===== src/rtl/vram_arbiter.sv =====
// VRAM arbiter: shares a single-port VRAM between display scan-out reads
// (default winner) and CPU writes queued in a small FIFO. Writes get a slot
// after at most MAX_BURST reads granted while the queue is non-empty.
//
// Handshakes:
//   display : i_disp_req is held with a stable i_disp_addr until o_disp_ack;
//             o_disp_ack is a one-cycle pulse with o_disp_data valid. A request
//             still high in the ack cycle is treated as the one being acked.
//   cpu     : a word is accepted on any edge where i_cpu_wr && o_cpu_ready.
//   vram    : o_vram_rden/o_vram_raddr held READ_HOLD cycles, data sampled on
//             the last edge; o_vram_wren is a single-cycle pulse answered by an
//             i_vram_wrack pulse (or abandoned after WR_TIMEOUT cycles).
module vram_arbiter #(
    parameter int FIFO_DEPTH = 4,
    parameter int READ_HOLD  = 3,
    parameter int MAX_BURST  = 8,
    parameter int WR_TIMEOUT = 15
) (
    input  logic        i_clk,
    input  logic        i_reset,
    input  logic        i_disp_req,
    input  logic [13:0] i_disp_addr,
    output logic        o_disp_ack,
    output logic [15:0] o_disp_data,
    input  logic        i_cpu_wr,
    input  logic [13:0] i_cpu_addr,
    input  logic [15:0] i_cpu_wdata,
    output logic        o_cpu_ready,
    output logic        o_cpu_ovf,
    output logic        o_wr_err,
    input  logic        i_vram_loaded,
    output logic        o_vram_rden,
    output logic [13:0] o_vram_raddr,
    output logic        o_vram_wren,
    output logic [13:0] o_vram_waddr,
    output logic [15:0] o_vram_wdata,
    input  logic        i_vram_wrack,
    input  logic [15:0] i_vram_out,
    output logic [1:0]  o_dbg_state
);

    localparam int PW   = $clog2(FIFO_DEPTH);
    localparam int CW   = PW + 1;
    localparam int CNTW = 8;

    localparam logic [CW-1:0]   DEPTH_C   = CW'(FIFO_DEPTH);
    localparam logic [CNTW-1:0] HOLD_LAST = CNTW'(READ_HOLD - 1);
    localparam logic [CNTW-1:0] BURST_MAX = CNTW'(MAX_BURST);
    localparam logic [CNTW-1:0] TMO_LAST  = CNTW'(WR_TIMEOUT - 1);

    typedef enum logic [1:0] {
        ST_IDLE  = 2'd0,
        ST_READ  = 2'd1,
        ST_WRITE = 2'd2,
        ST_WAIT  = 2'd3
    } state_t;

    state_t r_state;
    state_t w_next_state;

    // Write queue storage and bookkeeping
    logic [13:0]     r_fifo_addr [FIFO_DEPTH];
    logic [15:0]     r_fifo_data [FIFO_DEPTH];
    logic [PW-1:0]   r_wr_ptr;
    logic [PW-1:0]   r_rd_ptr;
    logic [CW-1:0]   r_count;
    logic [CW-1:0]   w_count_next;
    logic            r_cpu_ready;
    logic            r_cpu_ovf;

    // Datapath registers
    logic            r_disp_ack;
    logic [15:0]     r_disp_data;
    logic [13:0]     r_raddr;
    logic [13:0]     r_waddr;
    logic [15:0]     r_wdata;
    logic            r_wr_err;
    logic [CNTW-1:0] r_hold;
    logic [CNTW-1:0] r_burst;
    logic [CNTW-1:0] r_tmo;

    // FSM decode strobes
    logic w_push;
    logic w_pop;
    logic w_fifo_ne;
    logic w_burst_cap;
    logic w_start_read;
    logic w_start_write;
    logic w_read_done;
    logic w_timeout;
    logic w_na_ack;

    assign w_push      = i_cpu_wr && r_cpu_ready;
    assign w_fifo_ne   = (r_count != '0);
    assign w_burst_cap = w_fifo_ne && (r_burst == BURST_MAX);

    // Next occupancy; simultaneous push and pop leave it unchanged
    always_comb begin
        w_count_next = r_count;
        case ({w_push, w_pop})
            2'b10:   w_count_next = r_count + 1'b1;
            2'b01:   w_count_next = r_count - 1'b1;
            default: w_count_next = r_count;
        endcase
    end

    // Queue pointers, occupancy, registered ready and sticky overflow
    always_ff @(posedge i_clk or posedge i_reset) begin
        if (i_reset) begin
            r_wr_ptr    <= '0;
            r_rd_ptr    <= '0;
            r_count     <= '0;
            r_cpu_ready <= 1'b1;
            r_cpu_ovf   <= 1'b0;
        end else begin
            if (w_push) r_wr_ptr <= r_wr_ptr + 1'b1;
            if (w_pop)  r_rd_ptr <= r_rd_ptr + 1'b1;
            r_count     <= w_count_next;
            r_cpu_ready <= (w_count_next < DEPTH_C);
            if (i_cpu_wr && !r_cpu_ready) r_cpu_ovf <= 1'b1;
        end
    end

    // Queue storage: contents are don't-care until written
    always_ff @(posedge i_clk) begin
        if (w_push) begin
            r_fifo_addr[r_wr_ptr] <= i_cpu_addr;
            r_fifo_data[r_wr_ptr] <= i_cpu_wdata;
        end
    end

    // State register
    always_ff @(posedge i_clk or posedge i_reset) begin
        if (i_reset) r_state <= ST_IDLE;
        else         r_state <= w_next_state;
    end

    // Next-state and strobe decode. The ack cycle is a dead cycle so that a
    // request still held for the acked transfer is not granted twice.
    always_comb begin
        w_next_state  = r_state;
        w_start_read  = 1'b0;
        w_start_write = 1'b0;
        w_read_done   = 1'b0;
        w_pop         = 1'b0;
        w_timeout     = 1'b0;
        w_na_ack      = 1'b0;
        case (r_state)
            ST_IDLE: begin
                if (!r_disp_ack) begin
                    if (!i_vram_loaded) begin
                        w_na_ack = i_disp_req;
                    end else if (i_disp_req && !w_burst_cap) begin
                        w_next_state = ST_READ;
                        w_start_read = 1'b1;
                    end else if (w_fifo_ne) begin
                        w_next_state  = ST_WRITE;
                        w_start_write = 1'b1;
                    end
                end
            end
            ST_READ: begin
                if (r_hold == HOLD_LAST) begin
                    w_read_done  = 1'b1;
                    w_next_state = ST_IDLE;
                end
            end
            ST_WRITE: begin
                w_next_state = ST_WAIT;
            end
            ST_WAIT: begin
                if (i_vram_wrack) begin
                    w_pop        = 1'b1;
                    w_next_state = ST_IDLE;
                end else if (r_tmo == TMO_LAST) begin
                    w_pop        = 1'b1;
                    w_timeout    = 1'b1;
                    w_next_state = ST_IDLE;
                end
            end
            default: w_next_state = ST_IDLE;
        endcase
    end

    // Read/write datapath, counters and sticky write error
    always_ff @(posedge i_clk or posedge i_reset) begin
        if (i_reset) begin
            r_disp_ack  <= 1'b0;
            r_disp_data <= '0;
            r_raddr     <= '0;
            r_waddr     <= '0;
            r_wdata     <= '0;
            r_wr_err    <= 1'b0;
            r_hold      <= '0;
            r_burst     <= '0;
            r_tmo       <= '0;
        end else begin
            r_disp_ack <= w_read_done || w_na_ack;
            if (w_read_done)   r_disp_data <= i_vram_out;
            else if (w_na_ack) r_disp_data <= '0;

            if (w_start_read) begin
                r_raddr <= i_disp_addr;
                r_hold  <= '0;
                if (w_fifo_ne) r_burst <= (r_burst == BURST_MAX) ? r_burst : r_burst + 1'b1;
                else           r_burst <= '0;
            end else if (w_start_write) begin
                r_waddr <= r_fifo_addr[r_rd_ptr];
                r_wdata <= r_fifo_data[r_rd_ptr];
                r_burst <= '0;
            end else if (r_state == ST_READ) begin
                r_hold <= r_hold + 1'b1;
            end

            if (r_state == ST_WRITE)     r_tmo <= '0;
            else if (r_state == ST_WAIT) r_tmo <= r_tmo + 1'b1;

            if (w_timeout) r_wr_err <= 1'b1;
        end
    end

    assign o_disp_ack   = r_disp_ack;
    assign o_disp_data  = r_disp_data;
    assign o_cpu_ready  = r_cpu_ready;
    assign o_cpu_ovf    = r_cpu_ovf;
    assign o_wr_err     = r_wr_err;
    assign o_vram_rden  = (r_state == ST_READ);
    assign o_vram_raddr = r_raddr;
    assign o_vram_wren  = (r_state == ST_WRITE);
    assign o_vram_waddr = r_waddr;
    assign o_vram_wdata = r_wdata;
    assign o_dbg_state  = r_state;

endmodule


===== config.mk =====
export PLATFORM = sky130hd
export DESIGN_NAME = vram_arbiter
export DESIGN_NICKNAME = d
export VERILOG_FILES = /design/src/rtl/vram_arbiter.sv
export SDC_FILE = /design/constraint.sdc
export NUM_CORES = 1
export LEC_CHECK = 0
export ABC_AREA = 1
export CAP_MARGIN = 20
export CORE_ASPECT_RATIO = 0.5
export CORE_MARGIN = 3
export CORE_UTILIZATION = 55
export CTS_BUF_LIST = sky130_fd_sc_hd__clkbuf_4
export CTS_CLUSTER_DIAMETER = 60
export DETAILED_ROUTE_END_ITERATION = 12
export GPL_TIMING_DRIVEN = 1
export PLACE_DENSITY = 0.81
export SLEW_MARGIN = 20
export SYNTH_ARGS = -nofsm -noshare
export SYNTH_HDL_FRONTEND = slang
export SYNTH_SLANG_ARGS = --single-unit

===== constraint.sdc =====
create_clock -name i_clk -period 4.45 [get_ports i_clk]
set_input_delay 0.89 -clock i_clk [delete_from_list [all_inputs] [get_ports i_clk]]
set_output_delay 0.89 -clock i_clk [all_outputs]
set_load 0.01 [all_outputs]

Word level (Yosys, flattened, before mapping)
Memories as Yosys holds them, arrays and structs flattened. A register that Yosys moved wholly into a read port is not among the register bits.
Index checks and enable logic that the tools add are counted.
W data, S select, Z words.
{"block": "classes", "bitwise": 1, "add_sub_neg": 7, "eq_ne": 15, "order_cmp": 1, "mux": 41, "n_reduce_logical": 17}
{"operator": "$mux W8", "n": 9}
{"operator": "$mux W16", "n": 2}
{"operator": "$add A8 B1 Y8 const B", "n": 3}
{"operator": "$mux W1", "n": 21}
{"operator": "$eq A8 B4 Y1 const B", "n": 2}
{"operator": "$mux W2", "n": 7}
{"operator": "$ne A3 B3 Y1 const B", "n": 3}
{"operator": "$eq A8 B2 Y1 const B", "n": 1}
{"operator": "$pmux W2 S4", "n": 1}
{"operator": "$reduce_bool A2 Y1", "n": 4}
{"operator": "$eq A2 B2 Y1 const B", "n": 3}
{"operator": "$ne A2 B2 Y1 const B", "n": 3}
{"operator": "$pmux W3 S2", "n": 1}
{"operator": "$reduce_and A2 Y1", "n": 3}
{"operator": "$reduce_and A5 Y1", "n": 1}
{"operator": "$add A2 B1 Y2 const B", "n": 2}
{"operator": "$eq A2 B1 Y1 const B", "n": 2}
{"operator": "$logic_and A1 B1 Y1", "n": 4}
{"operator": "$add A3 B1 Y3 const B", "n": 1}
{"operator": "$lt A3 B3 Y1 const B", "n": 1}
{"operator": "$reduce_bool A3 Y1", "n": 1}
{"operator": "$sub A3 B1 Y3 const B", "n": 1}
{"operator": "$logic_not A1 Y1", "n": 2}
{"operator": "$logic_not A2 Y1", "n": 1}
{"operator": "3 further kinds", "n": 3}
{"block": "totals", "n_memories": 2, "out_inout_bits": 68, "mem_bits_rw": 120, "wordCells": 97, "in_bits": 66, "reg_bits": 67}
{"name": "r_fifo_data", "words": 4, "word_bits": 16, "rd": 1, "rd_ports_with_merged_regs": 1, "wr": 1, "line": "63", "text": "logic [15:0] r_fifo_data [FIFO_DEPTH];"}
{"name": "r_fifo_addr", "words": 4, "word_bits": 14, "rd": 1, "rd_ports_with_merged_regs": 1, "wr": 1, "line": "62", "text": "logic [13:0] r_fifo_addr [FIFO_DEPTH];"}

Longest topological paths before layout
Gate-level depths: netlist of the first run.
{"block": "depth", "ltp_word": 10, "ltp_mapped": 12, "mapped_depth_nobuf": 12}

Worst setup path after synthesis of the first run
No wires, ideal clock.
{"block": "synth_timing", "kind": "input -> register", "start": "in i_cpu_wr", "end": "mem r_fifo_addr[0][0], enable pin", "setup_time_ns": 0.417, "arrival_time_ns": 2.343, "cell_stages": 2, "t_required_ns": 4.033, "path_buffers": 0, "setup_slack_ns": 1.690, "path_cell_list": "nand2_1 nor2_1"}
{"block": "synth_via", "elab_chain_cells": 3}
{"item": "from (decl)", "line": "25", "text": "input logic i_cpu_wr,"}
{"item": "$logic_and A1 B1 Y1", "line": "93", "text": "assign w_push = i_cpu_wr && r_cpu_ready;"}
{"item": "$mux W1", "line": "126", "text": "if (w_push) begin"}
{"item": "$mux W1 (not written as such)", "line": "127", "text": "r_fifo_addr[r_wr_ptr] <= i_cpu_addr;"}
{"item": "to (decl)", "line": "62"}
No other way between the ends.

Worst setup path after layout of the first run
{"block": "layout_timing", "start": "reg r_state[1], in the netlist o_dbg_state[1]", "end": "out o_vram_rden"}
{"block": "layout_via", "elab_chain_cells": 1}
{"item": "from (decl)", "line": "58", "text": "state_t r_state;"}
{"item": "from (signal assigned)", "line": "135", "text": "else r_state <= w_next_state;"}
{"item": "$eq A2 B1 Y1", "line": "227", "text": "assign o_vram_rden = (r_state == ST_READ);"}
{"item": "to (decl)", "line": "32", "text": "output logic o_vram_rden,"}
No other way between the ends.

==> out/metrics.yaml, run 1 <==
status: "completed"
cts_max_path_buffers: 3
grt_pass1_vias: 6389
yosys_warnings: 0
fin_crit_sh: 0.732
synthTopCellsByArea: "edfxtp_1 (40%), dfrtp_1 (27%), nand2_1 (7.9%)"
met3RoutedLength_mm: 1.36
overflow: 0
fin_skew_ns: 0.0450
coreArea_sq_um: 15700
rows: 32
area_delta_synth_final_pct: 23.8
crit_start: "o_dbg_state[1]"
m1WireLength_mm: 8.62
drt-wirelength-per-cell_microns: 15.6
power.leakage_uw: 0.00470
tightest_slew_ns: 0.984
rsz0062_at_grt: "no"
criticalPathCategory: "reg -> out"
viasPerCell: 5.34
cts_setup_buffers: 0
cts_resized: 0
finalMaxSlewViolations: 0
grt_max_degree: 63
cts_tree: "built"
cts_root_buf: "clkbuf_4"
crit_path_start_kind: "flip-flop"
max_cap_violations: 0
finalSetupTns_ns: 0
fmax_mhz: 307
gr-usage-all-layers: 0.217
dr.pass1.iters: 5
final_cell_mix: "nand2_1 (188), clkdlybuf4s50_1 (133), edfxtp_1 (120), dfrtp_1 (95), nor2_1 (86)"
antenna_found_initial: 1
cp.required_ns: 3.56
hold_class: "reg -> reg"
setup.worst_path.end_class: "output port"
cp.arrival_ns: 2.37
grt_pass1_wl_mm: 31.6
ant_nets: 0
clkTransAtPathRegs_ns: 0.07
synth.distinct_cells: 36
highest_layer: "met4"
synth_seq_cells: 217
path_max_fanout: 26
start_util: 0.572
synth_cells: 830
final_common_cell: "nand2_1"
clkLatencyLatePin_ns: 0.63
seq_area_frac_synth: 0.671
num_io_pins: 134
fin_util: 0.708
drive_gt1_frac: 0.119
place.gp.congestion: 0.790
setup_viol: 0
instances_no_fill: 1238
post-dp-hpwl_mm: 11.8
period_needed_ns: 3.26
cts-buffers-inserted: 48
via_count: 6614
syn-num-nets: 908
hp-start: "o_vram_waddr[11]"
whs_ns: 0.479
fp.dieW_microns: 187
placedCellCount: 1152
p_total_uw: 6520
htree_num_levels: 2
synth_top_cell_by_area: "edfxtp_1"
irDropWorstVdd_mv: 0.348
wl_mm: 19.3
final_nets: 1059
numClockSinks: 217
die-area_sq_um: 18000
pwr_density_cell_nw_per_um2: 586
postCtsHoldBufs: 0
portBuffers: 133
r2r_start: "r_tmo[0]"
avgSynthCellArea_sq_um: 10.8
netlist.area_leader.share: 0.401
drc: 0
drt_iter0_drc: 417
dr_wl_met2_mm: 9.10
syn-cell-area_sq_um: 8980
relSlewSlack: 0.342
hold_viol: 0
fp.dieH_microns: 96.4
[logic make-up after synthesis]
family	share of synthesized area
buffers and inverters	0.0437
adders and majority gates	0.0175
DFF	0.671
AOI/OAI and AO/OA	0.0692
xor gates and xnor gates	0.00682
muxes	0.00125
and+or+nand+nor	0.190
[worst max-delay path, cell delays in order, from the launching register on]
cell and delay [ns]:
dfrtp_1 0.56, nor2_4 0.57, clkdlybuf4s50_1 0.65
[registers in the layout, summed over array words and instances, names as in the netlist, named ones only]
name	cells
r_wr_ptr	2
r_hold	8
o_vram_raddr	14
o_wr_err	1
o_disp_data	16
o_dbg_state	2
r_count	2
r_tmo	8
o_disp_ack	1
r_burst	8
o_cpu_ovf	1
r_rd_ptr	2
o_vram_wdata	16
o_cpu_ready	1
r_fifo_addr	56
r_fifo_data	64
o_vram_waddr	14
[layer usage]
metal	track usage	vias to the layer above
met5	0	-
met4	0.0660	0
met3	0.0497	21
met2	0.363	265
met1	0.290	3172
li1	-	3156
[where the power goes]
part | switching (uW) | internal (uW) | leakage [uW]
Clock | 746 | 841 | 0.000382
Sequential | 235 | 2560 | 0.00233
Combinational | 1250 | 882 | 0.00199
[cell usage after synthesis, drive strengths merged]
cell type,number
fa,1
o31ai,1
or2,1
inv,51
nand2,191
mux2,1
a21boi,1
dfstp,1
xor2,6
o21a,1
nand4,7
nand3,88
o21ai,70
nor2,95
edfxtp,120
o22ai,30
buf,20
nand3b,2
clkbuf,19
a21oi,6
xnor2,1
nor3,5
nor3b,1
o21bai,3
dfrtp,96
ha,11
a31o,1
[metrics by stage]
step	instance area, sq um	setup slack [ns]
after detailed placement	10500	1.42
after CTS	11100	1.17
final	11100	1.19
after global placement	10500	1.47
after global routing	11100	1.04
after floorplan	8980	1.03
[path summary, 6_finish.rpt]
path | endpoint | slack (ns) | depth (start not counted)
max reg2reg | o_cpu_ready | 2.14 | 11
min | o_vram_waddr[11] | 0.48 | 2
min in group asynchronous | o_vram_wdata[8] | 0.60 | 2
max | o_vram_rden | 1.19 | 2
min reg2reg | o_vram_waddr[11] | 0.48 | 2
max in group asynchronous | o_disp_data[2] | 3.00 | 3
[final cells by class]
class | count | area [sq um]
Multi-Input combinational cell | 523 | 2590
Timing Repair Buffer | 140 | 1380
Clock inverter | 8 | 61.3
Fill cell | 1137 | 4580
Clock buffer | 77 | 578
Sequential cell | 217 | 6030
Tap cell | 221 | 277
Inverter | 51 | 194
Antenna cell | 1 | 2.50
Note: power is estimated with default switching activity, not from simulation.
==> run 2: changes to the inputs <==
==> constraint.sdc (replaced) <==
create_clock -name i_clk -period 3.35 [get_ports i_clk]
set_input_delay 0.67 -clock i_clk [delete_from_list [all_inputs] [get_ports i_clk]]
set_output_delay 0.67 -clock i_clk [all_outputs]
set_load 0.01 [all_outputs]
==> out/metrics.yaml, run 2 (same netlist as run 1, synthesis figures left out) <==
cts-buffers-inserted: 48  # unchanged
drt-wirelength-per-cell_microns: 15.7  # +0.99%
crit_family: "buffers and inverters"
final_area_sq_um: 11200  # +0.65%
drt_iter0_drc: 480  # +15%
switchingPower_uw: 3010  # +35%
p_clk_frac: 0.239  # -0.005
fin_crit_sh: 0.857
cp.arrival_ns: 2.20  # -0.17 ns
status: "completed"
fin_skew_ns: 0.0499  # +0.00483 ns
period_needed_ns: 2.87
swShare: 0.347  # +0.00449
cp.required_ns: 2.68  # -0.88 ns
reg.largest.list: "r_fifo_data: 64 flops, r_fifo_addr: 56 flops"
setup_viol: 0  # unchanged
fin_util: 0.713  # +0.00462
final_cell_mix: "nand2_1 (188), clkdlybuf4s50_1 (133), edfxtp_1 (120), dfrtp_1 (95), nor2_1 (86)"
top_register: "r_fifo_data"
path_cells: "inv_1 > nor2_1 > clkdlybuf4s50_1"
numClockSinks: 217  # unchanged
pwr-share-comb: 0.331  # +0.004
ant_nets: 0  # unchanged
final_nets: 1064  # +0.47%
wl_mm: 19.6  # +1.7%
fp.dieW_microns: 187  # unchanged
reg2reg_slack_ns: 1.08  # -1.06 ns
gr-usage-all-layers: 0.216  # -0.00104
fp.dieH_microns: 96.4  # unchanged
cts_resized: 0  # unchanged
pwr_density_cell_nw_per_um2: 775  # +32%
post-dp-hpwl_mm: 11.5  # -2.2%
cts_root_buf: "clkbuf_4"
hold_class: "in -> async"
num_io_pins: 134  # unchanged
area_delta_synth_final_pct: 24.6
grt_pass1_vias: 6316  # -1.1%
cts_setup_buffers: 0  # unchanged
dr.pass1.iters: 5  # unchanged
r2r_end: "o_cpu_ready"
drive_gt1_frac: 0.120  # +0.000789
power.leakage_uw: 0.00473  # +0.78%
p_int_uw: 5660  # +32%
overflow: 0  # unchanged
clkTransAtPathRegs_ns: 0.08  # about the same
insertedDiodeCount: 0  # -1
drc: 0  # unchanged
fmax_mhz: 348
postCtsHoldBufs: 0  # unchanged
grt_pass1_wl_mm: 31.3  # -0.85%
rsz0062_at_grt: "no"
setup.worst_path.end_class: "output port"
cts_max_path_buffers: 3  # unchanged
grt_max_degree: 63  # unchanged
hold_viol: 0  # unchanged
htree_num_levels: 2  # unchanged
clkLatencyLatePin_ns: 0.62  # about the same
criticalPathCategory: "reg -> out"
max_cap_violations: 0  # unchanged
max_stage_delay_ns: 0.65  # about the same
worst-path-buf-inv: 2  # +1
cts_tree: "built"
largest_register_ffs: 64  # unchanged
place_area_sq_um: 10600  # +0.72%
coreArea_sq_um: 15700  # unchanged
tightest_slew_ns: 1.03  # +0.0490 ns
r2r_start: "r_tmo[0]"
crit_path_start_kind: "flip-flop"
relSlewSlack: 0.310  # -0.0319
power.share.sequential: 0.430  # about the same
finalSetupTns_ns: 0  # unchanged
die-area_sq_um: 18000  # unchanged
slowest_stage: "dfrtp_1"
via_count: 6564  # -0.76%
path_max_fanout: 12  # -54%
antenna_found_initial: 0  # -1
finalMaxSlewViolations: 0  # unchanged
rows: 32  # unchanged
irDropWorstVdd_mv: 0.405  # +16%
start_util: 0.572  # unchanged
viasPerCell: 5.26  # -1.5%
final_common_cell: "nand2_1"
placedCellCount: 1157  # +0.43%
fillerInstances: 1118  # -1.7%
rr_worst_depth: 11  # unchanged
place.gp.congestion: 0.807  # +2.1%
instances_no_fill: 1247  # +0.73%
portBuffers: 133  # unchanged
==> run 2: worst max path at each step <==
stage / from / to / slack [ns] / cells after the start
2_1_floorplan: i_reset / async pin / 0.15 / 1
3_3_place_gp: i_cpu_wr / o_cpu_ready / 0.76 / 9
3_5_place_dp: i_cpu_wr / o_cpu_ready / 0.69 / 8
4_1_cts: o_dbg_state[1] / o_vram_wren / 0.41 / 3
5_1_grt: o_dbg_state[1] / o_vram_wren / 0.31 / 3
6_report: o_dbg_state[1] / o_vram_wren / 0.48 / 3
==> run 2: per-layer routing <==
| metal | track usage | vias to the layer above | part of all wire |
|---|---|---|---|
| li1 | - | 3170 | - |
| met1 | 0.286 | 3148 | 0.45 |
| met2 | 0.367 | 227 | 0.48 |
| met3 | 0.0505 | 19 | 0.068 |
| met4 | 0.0578 | 0 | 0.0087 |
| met5 | 0 | - | 0 |
==> run 2: per-stage QoR <==
step | hold slack (ns) | total power [uW] | setup slack [ns]
2_1_floorplan | 0.494 | 5410 | 0.148
3_3_place_gp | 0.458 | 6520 | 0.759
4_1_cts | 0.446 | 8740 | 0.408
5_1_grt | 0.453 | 9250 | 0.306
6_report | 0.459 | 8670 | 0.478
3_5_place_dp | 0.465 | 6640 | 0.691
==> run 2: layout make-up <==
cell class | instances | area (sq um) | area share
repair buffers | 145 | 1460 | 0.130
well taps | 221 | 277 | 0.0247
clock buffers | 71 | 533 | 0.0476
flip-flops and latches | 217 | 6030 | 0.539
inverters | 51 | 194 | 0.0173
clock inverters | 19 | 106 | 0.00950
multi-input cells | 523 | 2590 | 0.231
==> run 2: power groups by stage <==
stage               registers (uW)  clock network [uW]  logic, uW
floorplan                     3860                   0       1560
detailed placement            3770                   0       2870
global placement              3750                   0       2770
global route                  3790                2260       3200
finish                        3730                2070       2870
CTS                           3730                2120       2890
